===== src/rtl/core_inst_seq_if.sv =====
// Host/core-facing bundle of the instruction sequencer: host word stream,
// tile control, OFIFO status in; instruction word, xmem write data and status out.
// master = sequencer side, slave = host/core side. No internal logic.
interface core_inst_seq_if #(
  parameter int row = 8,
  parameter int bw  = 4
);
  logic                start;        // one-cycle tile start pulse
  logic [10:0]         n_act;        // activation word count, latched on start
  logic                in_valid;     // host word valid
  logic [bw*row-1:0]   in_data;      // host word (activations, then kernel)
  logic                in_ready;     // sequencer accepts host words
  logic                ofifo_valid;  // core OFIFO holds a psum row
  logic [33:0]         inst;         // registered instruction word to the core
  logic [bw*row-1:0]   D_xmem;       // registered xmem write data
  logic                busy;         // tile in progress
  logic                done;         // one-cycle tile completion pulse

  modport master (
    input  start, n_act, in_valid, in_data, ofifo_valid,
    output in_ready, inst, D_xmem, busy, done
  );

  modport slave (
    output start, n_act, in_valid, in_data, ofifo_valid,
    input  in_ready, inst, D_xmem, busy, done
  );
endinterface


===== src/rtl/core_inst_seq.sv =====
// Tile sequencer: host words -> xmem, kernel xmem->L0->PEs, activations xmem->L0->execute, OFIFO->pmem.
// Latency: every output is registered; a field decided in cycle t shows on inst/D_xmem in t+1.
// Backpressure: host stalled via in_ready (XW only); drain stalls on ofifo_valid low with no timeout.
// Ports: clk, reset (async active-low), bus (core_inst_seq_if.master: start/n_act/in_*/ofifo_valid in,
//        in_ready/inst/D_xmem/busy/done out).
module core_inst_seq #(
  parameter int          row    = 8,
  parameter int          col    = 8,
  parameter int          bw     = 4,
  parameter logic [10:0] A_ACT  = 11'd0,
  parameter logic [10:0] A_W    = 11'd1024,
  parameter logic [10:0] A_PSUM = 11'd0
) (
  input  logic            clk,
  input  logic            reset,
  core_inst_seq_if.master bus
);
  localparam int          DW        = bw * row;
  localparam logic [33:0] IDLE_WORD = 34'h1800C0000;
  localparam logic [10:0] COL_N     = 11'(col);
  localparam logic [10:0] ROW_N     = 11'(row);

  typedef enum logic [2:0] {
    S_IDLE, S_XW, S_WL0, S_WLD, S_AL0, S_EX, S_DR, S_DONE
  } state_t;

  state_t          state, state_n;
  logic [10:0]     cnt, cnt_n;
  logic [10:0]     n_lat, n_lat_n;
  logic [33:0]     inst_q, inst_n;
  logic [DW-1:0]   d_q, d_n;
  logic            ready_q, busy_q, done_q;
  logic            hs;
  logic [10:0]     xw_last, wld_last, n_last;

  assign hs       = bus.in_valid & ready_q;
  assign xw_last  = n_lat + COL_N - 11'd1;
  assign wld_last = COL_N + ROW_N - 11'd1;
  assign n_last   = n_lat - 11'd1;

  // L0 fill states run one cycle longer than their read count: reads go out
  // for cnt < len and l0_wr trails them by one cycle (cnt >= 1), so the xmem
  // read latency is covered and l0_wr never overlaps the following l0_rd.
  always_comb begin
    state_n = state;
    cnt_n   = cnt;
    n_lat_n = n_lat;
    inst_n  = IDLE_WORD;
    d_n     = d_q;
    case (state)
      S_IDLE: begin
        if (bus.start) begin
          state_n = S_XW;
          cnt_n   = 11'd0;
          n_lat_n = (bus.n_act == 11'd0) ? 11'd1 : bus.n_act;
        end
      end
      S_XW: begin
        if (hs) begin
          inst_n[19]   = 1'b0;
          inst_n[18]   = 1'b0;
          inst_n[17:7] = (cnt < n_lat) ? (A_ACT + cnt) : (A_W + (cnt - n_lat));
          d_n          = bus.in_data;
          cnt_n        = cnt + 11'd1;
          if (cnt == xw_last) begin
            state_n = S_WL0;
            cnt_n   = 11'd0;
          end
        end
      end
      S_WL0: begin
        if (cnt < COL_N) begin
          inst_n[19]   = 1'b0;
          inst_n[17:7] = A_W + cnt;
        end
        inst_n[2] = (cnt != 11'd0);
        cnt_n     = cnt + 11'd1;
        if (cnt == COL_N) begin
          state_n = S_WLD;
          cnt_n   = 11'd0;
        end
      end
      S_WLD: begin
        // col load cycles, then row idle cycles while weights ripple down
        if (cnt < COL_N) begin
          inst_n[3] = 1'b1;
          inst_n[0] = 1'b1;
        end
        cnt_n = cnt + 11'd1;
        if (cnt == wld_last) begin
          state_n = S_AL0;
          cnt_n   = 11'd0;
        end
      end
      S_AL0: begin
        if (cnt < n_lat) begin
          inst_n[19]   = 1'b0;
          inst_n[17:7] = A_ACT + cnt;
        end
        inst_n[2] = (cnt != 11'd0);
        cnt_n     = cnt + 11'd1;
        if (cnt == n_lat) begin
          state_n = S_EX;
          cnt_n   = 11'd0;
        end
      end
      S_EX: begin
        inst_n[3] = 1'b1;
        inst_n[1] = 1'b1;
        cnt_n     = cnt + 11'd1;
        if (cnt == n_last) begin
          state_n = S_DR;
          cnt_n   = 11'd0;
        end
      end
      S_DR: begin
        // cnt doubles as the drained-psum count here
        if (bus.ofifo_valid && (cnt < n_lat)) begin
          inst_n[6]     = 1'b1;
          inst_n[32]    = 1'b0;
          inst_n[31]    = 1'b0;
          inst_n[30:20] = A_PSUM + cnt;
          cnt_n         = cnt + 11'd1;
          if (cnt == n_last) begin
            state_n = S_DONE;
            cnt_n   = 11'd0;
          end
        end
      end
      S_DONE: begin
        state_n = S_IDLE;
        cnt_n   = 11'd0;
      end
      default: begin
        state_n = S_IDLE;
        cnt_n   = 11'd0;
      end
    endcase
  end

  always_ff @(posedge clk or negedge reset) begin
    if (!reset) begin
      state   <= S_IDLE;
      cnt     <= 11'd0;
      n_lat   <= 11'd0;
      inst_q  <= IDLE_WORD;
      d_q     <= '0;
      ready_q <= 1'b0;
      busy_q  <= 1'b0;
      done_q  <= 1'b0;
    end else begin
      state   <= state_n;
      cnt     <= cnt_n;
      n_lat   <= n_lat_n;
      inst_q  <= inst_n;
      d_q     <= d_n;
      ready_q <= (state_n == S_XW);
      busy_q  <= (state_n != S_IDLE);
      // lands in the first IDLE cycle, together with busy falling
      done_q  <= (state == S_DONE);
    end
  end

  assign bus.inst     = inst_q;
  assign bus.D_xmem   = d_q;
  assign bus.in_ready = ready_q;
  assign bus.busy     = busy_q;
  assign bus.done     = done_q;
endmodule


===== src/flat_wrapper.sv =====
// flat-port wrapper written by rule: the top's interface ports become plain ports
module core_inst_seq_flat 
#(
  parameter int          row    = 8,
  parameter int          col    = 8,
  parameter int          bw     = 4,
  parameter logic [10:0] A_ACT  = 11'd0,
  parameter logic [10:0] A_W    = 11'd1024,
  parameter logic [10:0] A_PSUM = 11'd0
)
  (clk, reset, bus_start, bus_n_act, bus_in_valid, bus_in_data, bus_ofifo_valid, bus_in_ready, bus_inst, bus_D_xmem, bus_busy, bus_done);
  core_inst_seq_if #(.row(row), .bw(bw)) bus_i ();
  input  logic clk;
  input  logic reset;
  input wire logic [$bits(bus_i.start)-1:0] bus_start;
  input wire logic [$bits(bus_i.n_act)-1:0] bus_n_act;
  input wire logic [$bits(bus_i.in_valid)-1:0] bus_in_valid;
  input wire logic [$bits(bus_i.in_data)-1:0] bus_in_data;
  input wire logic [$bits(bus_i.ofifo_valid)-1:0] bus_ofifo_valid;
  output wire logic [$bits(bus_i.in_ready)-1:0] bus_in_ready;
  output wire logic [$bits(bus_i.inst)-1:0] bus_inst;
  output wire logic [$bits(bus_i.D_xmem)-1:0] bus_D_xmem;
  output wire logic [$bits(bus_i.busy)-1:0] bus_busy;
  output wire logic [$bits(bus_i.done)-1:0] bus_done;
  assign bus_i.start = bus_start;
  assign bus_i.n_act = bus_n_act;
  assign bus_i.in_valid = bus_in_valid;
  assign bus_i.in_data = bus_in_data;
  assign bus_i.ofifo_valid = bus_ofifo_valid;
  assign bus_in_ready = bus_i.in_ready;
  assign bus_inst = bus_i.inst;
  assign bus_D_xmem = bus_i.D_xmem;
  assign bus_busy = bus_i.busy;
  assign bus_done = bus_i.done;
  core_inst_seq #(.row(row), .col(col), .bw(bw), .A_ACT(A_ACT), .A_W(A_W), .A_PSUM(A_PSUM)) u_core (.clk(clk), .reset(reset), .bus(bus_i));
endmodule

===== config.mk =====
export PLATFORM = sky130hd
export DESIGN_NAME = core_inst_seq_flat
export DESIGN_NICKNAME = d
export VERILOG_FILES = /design/src/rtl/core_inst_seq_if.sv /design/src/rtl/core_inst_seq.sv /design/src/flat_wrapper.sv
export SDC_FILE = /design/constraint.sdc
export NUM_CORES = 1
export LEC_CHECK = 0
export BUFFER_PORTS_ARGS = -buffer_cell sky130_fd_sc_hd__buf_2
export CORE_ASPECT_RATIO = 1.2
export CORE_MARGIN = 2
export CORE_UTILIZATION = 49
export CTS_CLUSTER_SIZE = 25
export DETAILED_ROUTE_END_ITERATION = 16
export GPL_ROUTABILITY_DRIVEN = 1
export PLACE_DENSITY_LB_ADDON = 0.12
export SETUP_SLACK_MARGIN = 0.4
export SLEW_MARGIN = 20
export SYNTH_ARGS = -nofsm -noshare
export SYNTH_HDL_FRONTEND = slang
export SYNTH_SLANG_ARGS = --single-unit

===== constraint.sdc =====
create_clock -name clk -period 2.85 [get_ports clk]
set_input_delay 0.57 -clock clk [delete_from_list [all_inputs] [get_ports clk]]
set_output_delay 0.57 -clock clk [all_outputs]
set_load 0.03 [all_outputs]

==> impl_metrics.ini <==
[grt]
antenna_found_initial = 0
grt_pass1_vias = 4314
grt_start_max_net_pins = 53
grt_pass1_wl_um = 21310
grt.total_usage_pct = 24.02
gr-total-overflow = 0

[place]
io_buffers = 113
place_congestion = 0.9460
hpwlAfterDp_um = 9902
placed_cells = 802

[run_status]
status = finished clean

[critical_path]
criticalPathCategory = reg -> reg
cp-start-kind = register
crit_path_max_fanout = 8
critPathBufInv = 2
worstPathArrival_ns = 3.02
worst_path_max_delay_cell = or4b_4
crit_top_cell = or4b_4
timing.critical_path.from = u_core.n_lat[0]
cp.required_ns = 3.08
endpoint_kind = register
cp_cell_sequence = inv_2 -> ha_4 -> or4b_4 -> or4b_4 -> a22oi_2 -> and4b_2 -> nand3_4 -> a211oi_4 -> buf_6 -> nor2_1
cp_top_family = simple AND/OR/NAND/NOR gates
crit_path_max_incr_delay_ns = 0.54
r2r-start = u_core.n_lat[0]

[logic_synthesis]
synth-edff-count = 0
ys_seq_elements = 90
yosysWarningCount = 0
syn_area_um2 = 5065
async_flop_share_pct = 100.0
synthCells = 563
ys_seq_area_share_pct = 44.54
synth.avg_cell_area_um2 = 8.996
yosys_most_used_dff = dfrtp_1
yosysUniqueCellTypes = 65

[sta]
worst_slew_pin_slew_ns = 0.7330
drv_slew = 0
hold_viol = 0
timing.final.crit_share_pct = 97.89
fin_worst_skew_ns = 0.01170
slew_headroom_pct = 50.75
setup_viol = 0
fmax_mhz = 358.4
fin_crit_ns = 2.790
rsz0062_at_grt = true

[floorplanning]
rows = 40
floorplan.initialDensity_pct = 50.35
io_pins = 117
die_h_um = 115.4
die-area_um2 = 11170
fp.dieW_um = 96.81
core-area_um2 = 10060

[routing]
drtPass1Iterations = 5
vias = 4529
ant_nets = 0
viasPerCell = 5.405
drc = 0
routed_wl_um = 13500
wire_per_inst_um = 16.10
drtIter0Drc = 188

[clocking]
clk_path_buf_depth = 2
cts_made_buffers = 9
clock-root-buffer = clkbuf_16
cts_sinks = 90
clkTransAtPathRegs_ns = 0.07
cts_tree = yes
hold_buffers = 0
clock_latency_ns = 0.35
h-tree-depth = 3

[hold_path]
hp-class = in -> async

[final_layout]
antenna_cells = 0
syn_to_final_growth_pct = 30.58
layout_common_cells = 131 x nand2_1, 112 x buf_2, 83 x dfrtp_1, 49 x buf_4, 41 x nor2_1
layout.cells.non_filler = 838
layout.nets = 784
final_common_cell = nand2_1
drive_gt1_share_pct = 33.85

[power_and_ir_drop]
finalPower_mw = 6.443
internal_power_mw = 3.700
peakVddDrop_uv = 535.0
clkPwrFrac_pct = 19.8
powerDensity_nw_per_um2 = 974.1
p_leak_nw = 3.344
p_switching_mw = 2.743
swShare_pct = 42.58
power_frac_seq_pct = 28.3
power_frac_comb_pct = 51.8

[run]
maxCapViolations = 0
## power groups by stage
stage	combinational, mW	sequential, mW	clock, mW
2_1_floorplan	1.84	1.95	0
3_5_place_dp	2.78	1.82	0
6_report	3.34	1.82	1.28
5_1_grt	3.65	1.86	1.36
3_3_place_gp	2.72	1.80	0
4_1_cts	3.14	1.80	1.30
## area by class of cell
class                   instances  area [µm²]
fillers                       828        3446
multi-input cells             415        2789
flip-flops and latches         90        2261
repair buffers                165       982.2
clock buffers                   9       225.2
well taps                     126       157.7
inverters                      26       101.3
clock inverters                 7       97.59
## sequential cells by signal, indices dropped and copies added (netlist names)
register / cells
u_core.bus.in_ready: 1
u_core.bus.done: 1
u_core.bus.busy: 1
u_core.bus.inst: 30
u_core.state: 3
u_core.cnt: 11
u_core.bus.D_xmem: 32
u_core.n_lat: 11
## through the flow
step                setup TNS (ns)  setup slack, ns  hold WS, ns  cell area, µm²  utilization, %
CTS                              0           0.1176       0.2709            6471           64.33
detailed placement         -0.4484         -0.06415       0.4574            5906           58.71
floorplan                        0          0.05693       0.2744            5076               -
finish                           0          0.06008       0.2395            6614           65.75
global placement                 0          0.04213       0.4518            5906           58.71
global route              -0.01327        -0.004750       0.3108            6614           65.75
## synth_stat cells, drive strengths merged, types with 4 or more instances
cell type	instances	area, µm²
nand2	133	499.2
dfrtp	87	2177
nor2	43	161.4
clkbuf	27	102.6
o21ai	27	135.1
inv	25	93.84
ha	23	287.8
xnor2	21	183.9
nor3	15	80.08
and2	13	81.33
nor4	12	75.07
nand3	11	67.57
xor2	10	87.58
a21oi	8	40.04
buf	7	53.80
fa	6	120.1
o2bb2ai	6	52.55
nand4	5	31.28
nor2b	5	31.28
o21a	5	37.54
a211oi	4	42.54
and3	4	25.02
o31ai	4	30.03
or3	4	25.02
## worst paths after layout
check	to	slack (ns)	cells past startpoint
setup reg to reg	u_core.cnt[8]	0.06	10
hold reg to reg	u_core.bus.D_xmem[28]	0.47	2
setup / recovery	u_core.cnt[8]	0.06	10
min in group clk	u_core.bus.D_xmem[13]	0.41	3
max in group asynchronous	u_core.bus.inst[31]	1.95	2
hold / removal	u_core.bus.D_xmem[28]	0.24	1
## metal layers
metal  routed length, µm  vias to the layer above  global-route usage [%]
met2                6754                      162                   41.11
li1                    -                     2193                       -
met4                 461                        0                   10.99
met3                 727                       30                   4.802
met1                5552                     2144                   29.62
met5                   0                        -                       0
## worst register-to-register path: cells and delay by family (launching register included)
kind	cells	cell delay, ns
adders and majority gates	1	0.13
buffers and inverters	2	0.24
and+or+nand+nor	5	1.47
DFF	1	0.39
AOI/OAI and AO/OA	2	0.44
## cells by family after synthesis
family | after synthesis | synth area share, %
flops | 90 | 44.54
buf+inv | 60 | 5.015
mux | 3 | 0.5929
simple gates | 264 | 24.38
fa+ha+maj | 29 | 8.054
compound gates | 84 | 11.54
other cells | 1 | 0.07404
xor+xnor | 32 | 5.805
## what timing repair did
action | CTS | global route
endpoints found under the setup margin | 25 | 29
hold endpoints to repair | 0 | 0
pin swaps | 19 | 14
setup buffers | 11 | 9
gates cloned | 0 | 0
gates resized for setup | 40 | 19
Note: power is estimated with default switching activity, not from simulation.
